--- src/rtl/mac_result_quantizer_if.sv ---
// Byte-stream input and int8 valid/ready output of mac_result_quantizer.
// master = environment (producer of bytes, consumer of results); slave = quantizer.
interface mac_result_quantizer_if;
  logic [7:0] in_byte;
  logic       in_valid;
  logic       in_first;
  logic       in_ready;
  logic [7:0] out_data;
  logic       out_valid;
  logic       out_ready;

  modport master (
    output in_byte, in_valid, in_first, out_ready,
    input  in_ready, out_data, out_valid
  );

  modport slave (
    input  in_byte, in_valid, in_first, out_ready,
    output in_ready, out_data, out_valid
  );
endinterface

--- src/rtl/mac_result_quantizer.sv ---
// Collects a byte-serial 32-bit MAC result, requantizes it to int8 (shift, ReLU, saturate)
// and buffers results in a small FIFO. Define MACQ_ROUND_EN for round-half-up shifting.
module mac_result_quantizer #(
   parameter int FIFO_DEPTH = 4
) (
   input  logic                         clk,
   input  logic                         rst_n,
   mac_result_quantizer_if.slave        bus,
   input  logic [4:0]                   cfg_shift,
   input  logic                         cfg_relu,
   output logic [$clog2(FIFO_DEPTH):0]  fifo_count,
   output logic                         sat_flag,
   output logic                         frame_err
);

   localparam int AW = $clog2(FIFO_DEPTH);
   localparam logic [AW:0] FULL_CNT = (AW+1)'(FIFO_DEPTH);

   typedef enum logic [1:0] {COLLECT, QUANT, PUSH} state_t;

   state_t      state;
   logic [1:0]  byte_cnt;
   logic [31:0] word;
   logic [4:0]  sh_q;
   logic        relu_q;
   logic [7:0]  q_value;

   logic signed [32:0] w_ext;
   logic signed [32:0] biased;
   logic signed [32:0] shifted;
   logic signed [32:0] relu_v;
   logic [7:0]         sat_value;
   logic               clip;

   logic [7:0]    mem [FIFO_DEPTH];
   logic [AW-1:0] wr_ptr;
   logic [AW-1:0] rd_ptr;
   logic          full;
   logic          push;
   logic          pop;

   // NOTE: every always_comb output gets a default first, so no path can infer a latch.
   always_comb begin
      w_ext = {word[31], word};
`ifdef MACQ_ROUND_EN
      biased = (sh_q == 5'd0) ? w_ext : w_ext + (33'sd1 <<< (sh_q - 5'd1));
`else
      biased = w_ext;
`endif
      shifted = biased >>> sh_q;
      relu_v  = (relu_q && shifted < 33'sd0) ? 33'sd0 : shifted;
      clip      = 1'b0;
      sat_value = relu_v[7:0];
      if (relu_v > 33'sd127) begin
         sat_value = 8'h7F;
         clip      = 1'b1;
      end else if (relu_v < -33'sd128) begin
         sat_value = 8'h80;
         clip      = 1'b1;
      end
   end

   assign full          = (fifo_count == FULL_CNT);
   assign bus.out_valid = (fifo_count != '0);
   assign bus.out_data  = bus.out_valid ? mem[rd_ptr] : 8'h00;
   assign bus.in_ready  = (state == COLLECT);
   assign pop           = bus.out_valid && bus.out_ready;
   assign push          = (state == PUSH) && (!full || pop);

   // NOTE: sequential state uses non-blocking assignments so every register samples pre-edge values.
   always_ff @(posedge clk) begin
      if (!rst_n) begin
         state     <= COLLECT;
         byte_cnt  <= 2'd0;
         word      <= 32'h0;
         sh_q      <= 5'd0;
         relu_q    <= 1'b0;
         q_value   <= 8'h00;
         sat_flag  <= 1'b0;
         frame_err <= 1'b0;
      end else begin
         case (state)
            COLLECT: begin
               if (bus.in_valid) begin
                  word <= {word[23:0], bus.in_byte};
                  if (bus.in_first || byte_cnt == 2'd0) begin
                     // Resync: a first-flagged byte mid-word restarts the word from here.
                     if (bus.in_first && byte_cnt != 2'd0) frame_err <= 1'b1;
                     sh_q     <= cfg_shift;
                     relu_q   <= cfg_relu;
                     byte_cnt <= 2'd1;
                  end else if (byte_cnt == 2'd3) begin
                     byte_cnt <= 2'd0;
                     state    <= QUANT;
                  end else begin
                     byte_cnt <= byte_cnt + 2'd1;
                  end
               end
            end
            QUANT: begin
               q_value <= sat_value;
               if (clip) sat_flag <= 1'b1;
               state <= PUSH;
            end
            PUSH: begin
               if (push) state <= COLLECT;
            end
            default: state <= COLLECT;
         endcase
      end
   end

   // NOTE: FIFO storage is not reset; fifo_count gates every read, so stale contents are never visible.
   always_ff @(posedge clk) begin
      if (push) mem[wr_ptr] <= q_value;
   end

   always_ff @(posedge clk) begin
      if (!rst_n) begin
         wr_ptr     <= '0;
         rd_ptr     <= '0;
         fifo_count <= '0;
      end else begin
         if (push) wr_ptr <= wr_ptr + 1'b1;
         if (pop)  rd_ptr <= rd_ptr + 1'b1;
         case ({push, pop})
            2'b10:   fifo_count <= fifo_count + 1'b1;
            2'b01:   fifo_count <= fifo_count - 1'b1;
            default: fifo_count <= fifo_count;
         endcase
      end
   end

endmodule

--- src/flat_wrapper.sv ---
// flat-port wrapper written by rule: the top's interface ports become plain ports
module mac_result_quantizer_flat 
#(
   parameter int FIFO_DEPTH = 4
)
  (clk, rst_n, cfg_shift, cfg_relu, fifo_count, sat_flag, frame_err, bus_in_byte, bus_in_valid, bus_in_first, bus_out_ready, bus_in_ready, bus_out_data, bus_out_valid);
  mac_result_quantizer_if bus_i ();
  input  logic clk;
  input  logic rst_n;
  input  logic [4:0] cfg_shift;
  input  logic cfg_relu;
  output logic [$clog2(FIFO_DEPTH):0] fifo_count;
  output logic sat_flag;
  output logic frame_err;
  input wire logic [$bits(bus_i.in_byte)-1:0] bus_in_byte;
  input wire logic [$bits(bus_i.in_valid)-1:0] bus_in_valid;
  input wire logic [$bits(bus_i.in_first)-1:0] bus_in_first;
  input wire logic [$bits(bus_i.out_ready)-1:0] bus_out_ready;
  output wire logic [$bits(bus_i.in_ready)-1:0] bus_in_ready;
  output wire logic [$bits(bus_i.out_data)-1:0] bus_out_data;
  output wire logic [$bits(bus_i.out_valid)-1:0] bus_out_valid;
  assign bus_i.in_byte = bus_in_byte;
  assign bus_i.in_valid = bus_in_valid;
  assign bus_i.in_first = bus_in_first;
  assign bus_i.out_ready = bus_out_ready;
  assign bus_in_ready = bus_i.in_ready;
  assign bus_out_data = bus_i.out_data;
  assign bus_out_valid = bus_i.out_valid;
  mac_result_quantizer #(.FIFO_DEPTH(FIFO_DEPTH)) u_core (.clk(clk), .rst_n(rst_n), .bus(bus_i), .cfg_shift(cfg_shift), .cfg_relu(cfg_relu), .fifo_count(fifo_count), .sat_flag(sat_flag), .frame_err(frame_err));
endmodule
--- config.mk ---
export PLATFORM = sky130hd
export DESIGN_NAME = mac_result_quantizer_flat
export DESIGN_NICKNAME = d
export VERILOG_FILES = /design/src/rtl/mac_result_quantizer_if.sv /design/src/rtl/mac_result_quantizer.sv /design/src/flat_wrapper.sv
export SDC_FILE = /design/constraint.sdc
export NUM_CORES = 1
export LEC_CHECK = 0
export ABC_AREA = 0
export CORE_MARGIN = 5
export CORE_UTILIZATION = 46
export DETAILED_ROUTE_END_ITERATION = 6
export GPL_TIMING_DRIVEN = 0
export PLACE_DENSITY = 0.69
export SLEW_MARGIN = 25
export SYNTH_ARGS = -nofsm -noshare
export SYNTH_HDL_FRONTEND = slang
export SYNTH_SLANG_ARGS = --single-unit
--- constraint.sdc ---
create_clock -name clk -period 3.4 [get_ports clk]
set_input_delay 0.68 -clock clk [delete_from_list [all_inputs] [get_ports clk]]
set_output_delay 0.68 -clock clk [all_outputs]
set_load 0.02 [all_outputs]
# After elaboration in Yosys (flattened, before gate mapping)
# Memories as Yosys holds them, arrays and structs flattened. A register that Yosys moved wholly into a read port is not among the register bits.
# Cells that the tools add are included.
[word_totals] latch_bits=0 elab_cells=66 output_inout_bits=15 register_bits=59 n_memories=1 mem_bits_ro=0 ram_bits=32
[op_classes] shifts=1 n_lt_le_gt_ge=3 n_eq_ne=10 add_sub_neg=5 multipliers=0 n_mux=18 reduce_logical=17 div=0 bitwise=0
[mem_list] name="u_core.mem" words=4 word_bits=8 rd=1 rd_clocked_by_memory_dff=1 wr=1 line="mac_result_quantizer.sv:35" source="logic [7:0] mem [FIFO_DEPTH];"
[ops] operator="$gt A33 B8 Y1 const B" count=1
[ops] operator="$lt A33 B1 Y1 const B" count=1
[ops] operator="$lt A33 B8 Y1 const B" count=1
[ops] operator="$mux W33" count=1
[ops] operator="$sshr A32 B5 Y33" count=1
[ops] operator="$mux W8" count=3
[ops] operator="$mux W2" count=8
[ops] operator="$reduce_and A4 Y1" count=2
[ops] operator="$add A2 B1 Y2 const B" count=3
[ops] operator="$eq A2 B2 Y1 const B" count=3
[ops] operator="$pmux W2 S3" count=1
[ops] operator="$pmux W3 S2" count=1
[ops] operator="$eq A2 B1 Y1 const B" count=2
[ops] operator="$logic_and A1 B1 Y1" count=4
[ops] operator="$logic_not A2 Y1" count=2
[ops] operator="$mux W1" count=4
[ops] operator="$ne A2 B1 Y1 const B" count=2
[ops] operator="$ne A2 B2 Y1 const B" count=2
[ops] operator="$reduce_and A2 Y1" count=2
[ops] operator="$reduce_bool A2 Y1" count=2
[ops] operator="$add A3 B1 Y3 const B" count=1
[ops] operator="$eq A3 B3 Y1 const B" count=1
[ops] operator="$reduce_and A3 Y1" count=1
[ops] operator="$reduce_bool A3 Y1" count=1
[ops] operator="3 further kinds" count=4

# Longest topological paths before layout
# Gate-level depths: netlist (run 1).
[depth] word_depth=8 ltp_mapped=14 mapped_depth_nobuf=9

# Least setup slack after synthesis (run 1)
# Ideal clock, no wire load.
[synth_path] path_kind="reg2reg" startpoint="reg u_core.sh_q[2]" endpoint="reg u_core.sat_flag" required_ns=3.278 stages_incl_launch_ff=11 slack_ns=0.690 synth_period_minus_slack_ns=2.710 path_buffers=2 arrival_ns=2.588 path_cell_list="dfxtp_1 buf_2 buf_2 mux4_2 mux2i_4 nor2_2 a2111o_1 a2111oi_4 a41oi_2 nor2b_1 a221o_1"
[synth_between] elab_chain_len=8 word_cells_on_any_way=9 classes_between="order compare (3); shift (1); mux (3); reduce/logical (2)"
[synth_lines] element="start: declaration" line="mac_result_quantizer.sv:24" source="logic [4:0] sh_q;"
[synth_lines] element="start signal: assignment" line="mac_result_quantizer.sv:89" source="sh_q <= cfg_shift;"
[synth_lines] element="$sshr A32 B5 Y33 (*)" line="mac_result_quantizer.sv:50" source="shifted = biased >>> sh_q;"
[synth_lines] element="$lt A33 B1 Y1" line="mac_result_quantizer.sv:51" source="relu_v = (relu_q && shifted < 33'sd0) ? 33'sd0 : shifted;"
[synth_lines] element="$logic_and A1 B1 Y1" line="mac_result_quantizer.sv:51"
[synth_lines] element="$mux W33 (*)" line="mac_result_quantizer.sv:51"
[synth_lines] element="$lt A33 B8 Y1" line="mac_result_quantizer.sv:57" source="end else if (relu_v < -33'sd128) begin"
[synth_lines] element="$mux W1" line="mac_result_quantizer.sv:57"
[synth_lines] element="$mux W1 (*)" line="mac_result_quantizer.sv:54" source="if (relu_v > 33'sd127) begin"
[synth_lines] element="$reduce_and A2 Y1 (no line) (*)"
[synth_lines] element="end signal: assignment" line="mac_result_quantizer.sv:79" source="sat_flag <= 1'b0;"
[synth_lines] element="end signal: assignment" line="mac_result_quantizer.sv:102" source="if (clip) sat_flag <= 1'b1;"
[synth_lines] element="end: declaration" line="mac_result_quantizer.sv:12" source="output logic sat_flag,"
# Mark *: on every way between the ends. The rest lies on a longest branch, timed or not.
# A chain may end at the register's enable or synchronous reset.

# Worst setup path in the final report (run 1)
# Ends and elaborated chain as after synthesis.

==> run_results.csv, run 1 <==
group,metric,value,unit
worst_setup_path,required,3.63,ns
logic_synthesis,synth_flop_cell,"dfxtp_1",
finish,fill_cells,1241,
timing,worst_slack,0.1212,ns
floorplan,dieArea,16470,sq um
worst_setup_path,arrival,3.51,ns
clock_tree,clk_path_buf_depth,2,
global_routing,grt.overflow.total,0,
logic_synthesis,synth_nets,687,
global_routing,grt_max_degree,18,
worst_setup_path,crit_family,"compound AO/OA/AOI/OAI gates",
flow_run,cap_violations,0,
timing,worstMarginPinSlew,0.7628,ns
timing,final-setup-viol-count,0,
logic_synthesis,postSynth.asyncResetShare,0,
placed_design,hpwl,14.55,mm
floorplan,initial_core_util,0.4658,
clock_tree,cts_sinks,93,
placed_design,port_buffers,32,
clock_tree,root_buffer,"clkbuf_16",
global_routing,grt_usage,0.2342,
drt,drcViolationCount,0,
timing,hold_viol,0,
floorplan,rows,43,
worst_setup_path,critical_path.slowest_cell,"dfxtp_1",
floorplan,ios,34,
logic_synthesis,synth_area_leaders,"dfxtp_1 (19%), edfxtp_1 (15%), mux4_2 (14%)",
finish,drive_above_1_share,0.1525,
placed_design,place.gp.congestion,0.9703,
finish,multi_input_area,3930,sq um
power,leakage,0.002454,uW
logic_synthesis,yosysSeqAreaShare,0.3388,
logic_synthesis,postSynthCellCount,661,
worst_setup_path,crit_top_cell,"buf_2",
logic_synthesis,synth_adder_area_share,0.01476,
logic_synthesis,syn_area,6441,sq um
clock_tree,postCtsHoldBufs,0,
logic_synthesis,synth_top_area_cell,"dfxtp_1",
finish,seq_area,2182,sq um
logic_synthesis,avgSynthCellArea,9.745,sq um
clock_tree,cts_buffers,9,
timing,slew_viol_final,0,
drt,via_per_inst,6.226,
clock_tree,clk_pin_slew,0.07,ns
drt,first_iter_violations,557,
logic_synthesis,synthXorXnorAreaFrac,0.005439,
clock_tree,ctsHtreeMaxLevel,3,
logic_synthesis,ys_ff_latch,93,
logic_synthesis,ys_types,65,
floorplan,die_w,128.3,um
timing,finalCriticalPeriod,3.279,ns
run_status,outcome,"complete, no violations",
drt,totalWireLength,19.21,mm
finish,syn_to_final_growth,13.62,%
worst_setup_path,cp_num_buf_inv,2,
worst_setup_path,crit_chain,"buf_2, buf_2, mux4_1, mux2i_1, a32oi_1, a2111o_1, a2111oi_4, a41oi_2, nor2b_1, a221o_1",
logic_synthesis,synth-simple-area-share,0.1593,
worst_setup_path,regToRegSetupSlack,0.12,ns
logic_synthesis,synth_top_family_by_area,"multiplexers",
clock_tree,cts_tree,"done",
drt,num_vias,5529,
hold_path,holdCritPathClass,"reg -> reg",
global_routing,grt_pass1_vias,5343,
worst_setup_path,critPathCaptureType,"flop",
worst_setup_path,cp-start-kind,"flop",
floorplan,coreArea,13830,sq um
power,powerDensity,365.4,nW/um^2
worst_setup_path,critPathMaxFanout,10,
clock_tree,postCtsSetupBuffers,0,
worst_setup_path,worst-setup-path-type,"reg -> reg",
drt,antenna_left,0,
finish,layoutNonFillerInstCount,888,
timing,rsz0062_at_grt,"false",
drt,wl_per_cell,21.64,um
finish,finalNetCount,729,
power,ir_worst_vdd,0.2876,mV
global_routing,antenna_found_initial,0,
timing,clock.fmax,305.0,MHz
worst_setup_path,critPathMaxStageDelay,0.39,ns
logic_synthesis,yosys_warnings,0,
drt,dr.pass1.iters,7,
clock_tree,clk_latency,0.34,ns
finish,finish.utilization,0.5293,
floorplan,die_h,128.3,um
timing,maxSlewHeadroom,0.4783,
timing,post-route-period-util,0.9644,
logic_synthesis,synth_compound_area_frac,0.1818,
logic_synthesis,synth_mux_area_frac,0.2459,
logic_synthesis,synth_edf_count,32,
placed_design,dp_slack,-0.01916,ns
finish,antenna_cells,0,
timing,clock_skew,0.007274,ns
global_routing,grt_pass1_wl,30.18,mm
placed_design,dpl.cell_count,873,
logic_synthesis,synth_top_cell_area_share,0.1896,
==> flip-flops by register name (all words and copies together), names as in the netlist, named ones only <==
register and flops:
u_core.rd_ptr 2, u_core.word 32, u_core.fifo_count 3, u_core.state 2, u_core.relu_q 1, u_core.wr_ptr 2, u_core.q_value 8, u_core.frame_err 1
u_core.mem 32, u_core.sat_flag 1, u_core.byte_cnt 2, u_core.sh_q 5
==> final timing paths <==
path / cells after the start / end / start
worst min-delay path: 1 / u_core.frame_err$_SDFFE_PN0P_ / u_core.frame_err$_SDFFE_PN0P_
worst max-delay path: 10 / u_core.sat_flag$_SDFFE_PN0P_ / u_core.sh_q[2]$_SDFFE_PN0P_
worst max register to register: 10 / u_core.sat_flag$_SDFFE_PN0P_ / u_core.sh_q[2]$_SDFFE_PN0P_
worst min register to register: 1 / u_core.frame_err$_SDFFE_PN0P_ / u_core.frame_err$_SDFFE_PN0P_
==> logic make-up (layout without fill, tap and decap cells) <==
| logic type | Yosys count | count (layout) |
|---|---|---|
| AO/OA/AOI/OAI | 166 | 166 |
| XOR/XNOR | 4 | 4 |
| adder cells (fa/ha/maj) | 7 | 7 |
| buffers and inverters | 73 | 120 |
| flip-flops | 93 | 93 |
| multiplexers | 96 | 96 |
| AND/OR/NAND/NOR | 222 | 222 |
==> layer usage <==
metal	share of wire	track usage	vias to the layer above
li1	-	-	2553
met1	0.41	0.3079	2696
met2	0.50	0.4030	245
met3	0.062	0.03445	35
met4	0.023	0.06679	0
met5	0	0	-
==> per-stage QoR <==
stage | area [sq um] | power [uW] | hold WS, ns | TNS [ns]
2_1_floorplan | 6441 | 1502 | 0.4536 | 0
3_3_place_gp | 6987 | 1630 | 0.4488 | -0.05011
3_5_place_dp | 6987 | 1631 | 0.4663 | -0.03663
4_1_cts | 7302 | 2676 | 0.4854 | 0
5_1_grt | 7318 | 2765 | 0.5178 | 0
6_report | 7318 | 2674 | 0.4834 | 0
==> synthesized netlist by cell type, drive strengths merged (9+ instances only) <==
cell	number
mux4	45
edfxtp	32
nand2b	9
a211oi	14
inv	12
clkbuf	36
buf	25
nor2	35
a21oi	28
and2	25
o21ai	23
dfxtp	61
nand2	107
nor2b	10
a21boi	41
mux2i	38
nand3	10
mux2	13
==> where the power goes <==
group	switching, uW	leakage (uW)	total [uW]	internal [uW]
logic	253	0.00151	436	184
registers	24.8	0.000790	1180	1160
clock network	454	0.000152	1060	602
total	731	0.00245	2670	1940
==> timing repair <==
| action | CTS | global route |
|---|---|---|
| resized for setup | 1 | 6 |
| pin swaps | 0 | 0 |
| cloned | 0 | 0 |
| endpoints found under the setup margin | 5 | 8 |
==> cells in the final DEF, fill, tap and decap left out, types with 5 or more instances in the layout <==
cell type / Yosys / routed
mux2_2: 12 / 12
and2_1: 25 / 25
mux2i_1: 36 / 35
o211ai_1: 6 / 6
o31ai_1: 6 / 5
a21oi_1: 28 / 27
edfxtp_1: 32 / 32
nor3_1: 8 / 8
inv_1: 11 / 11
a211oi_1: 14 / 14
a31oi_1: 6 / 6
nor2_1: 34 / 34
o21ai_0: 23 / 23
dfxtp_1: 61 / 61
clkbuf_16: 0 / 9
a21boi_0: 41 / 41
nor2b_1: 10 / 10
mux4_2: 41 / 41
clkbuf_1: 36 / 33
nand3_1: 10 / 10
buf_2: 11 / 11
nand2_1: 107 / 107
o22ai_1: 8 / 8
buf_6: 6 / 6
nand2b_1: 9 / 9
clkdlybuf4s50_1: 0 / 32
ha_1: 6 / 6
==> cell type report <==
| type | instances | area share |
|---|---|---|
| clock buffer | 10 | 0.03266 |
| tap | 180 | 0.03077 |
| multi-input combinational | 495 | 0.5370 |
| sequential | 93 | 0.2982 |
| inverter | 12 | 0.006155 |
| clock inverter | 6 | 0.01026 |
| buffer | 60 | 0.04120 |
| timing repair buffer | 32 | 0.04377 |
(Power assumes the default switching activity.)
==> run 2, diff against run 1 <==
- ABC_AREA: 0 -> default
==> results of run 2 <==
Final layout, timing and power as in run 1 (identical DEF).
==> run 3, diff against run 2 <==
- ABC_CLOCK_PERIOD_IN_PS: default -> 3400
- CAP_MARGIN: default -> 15
==> results of run 3 <==
Final layout, timing and power as in run 1 (identical DEF).
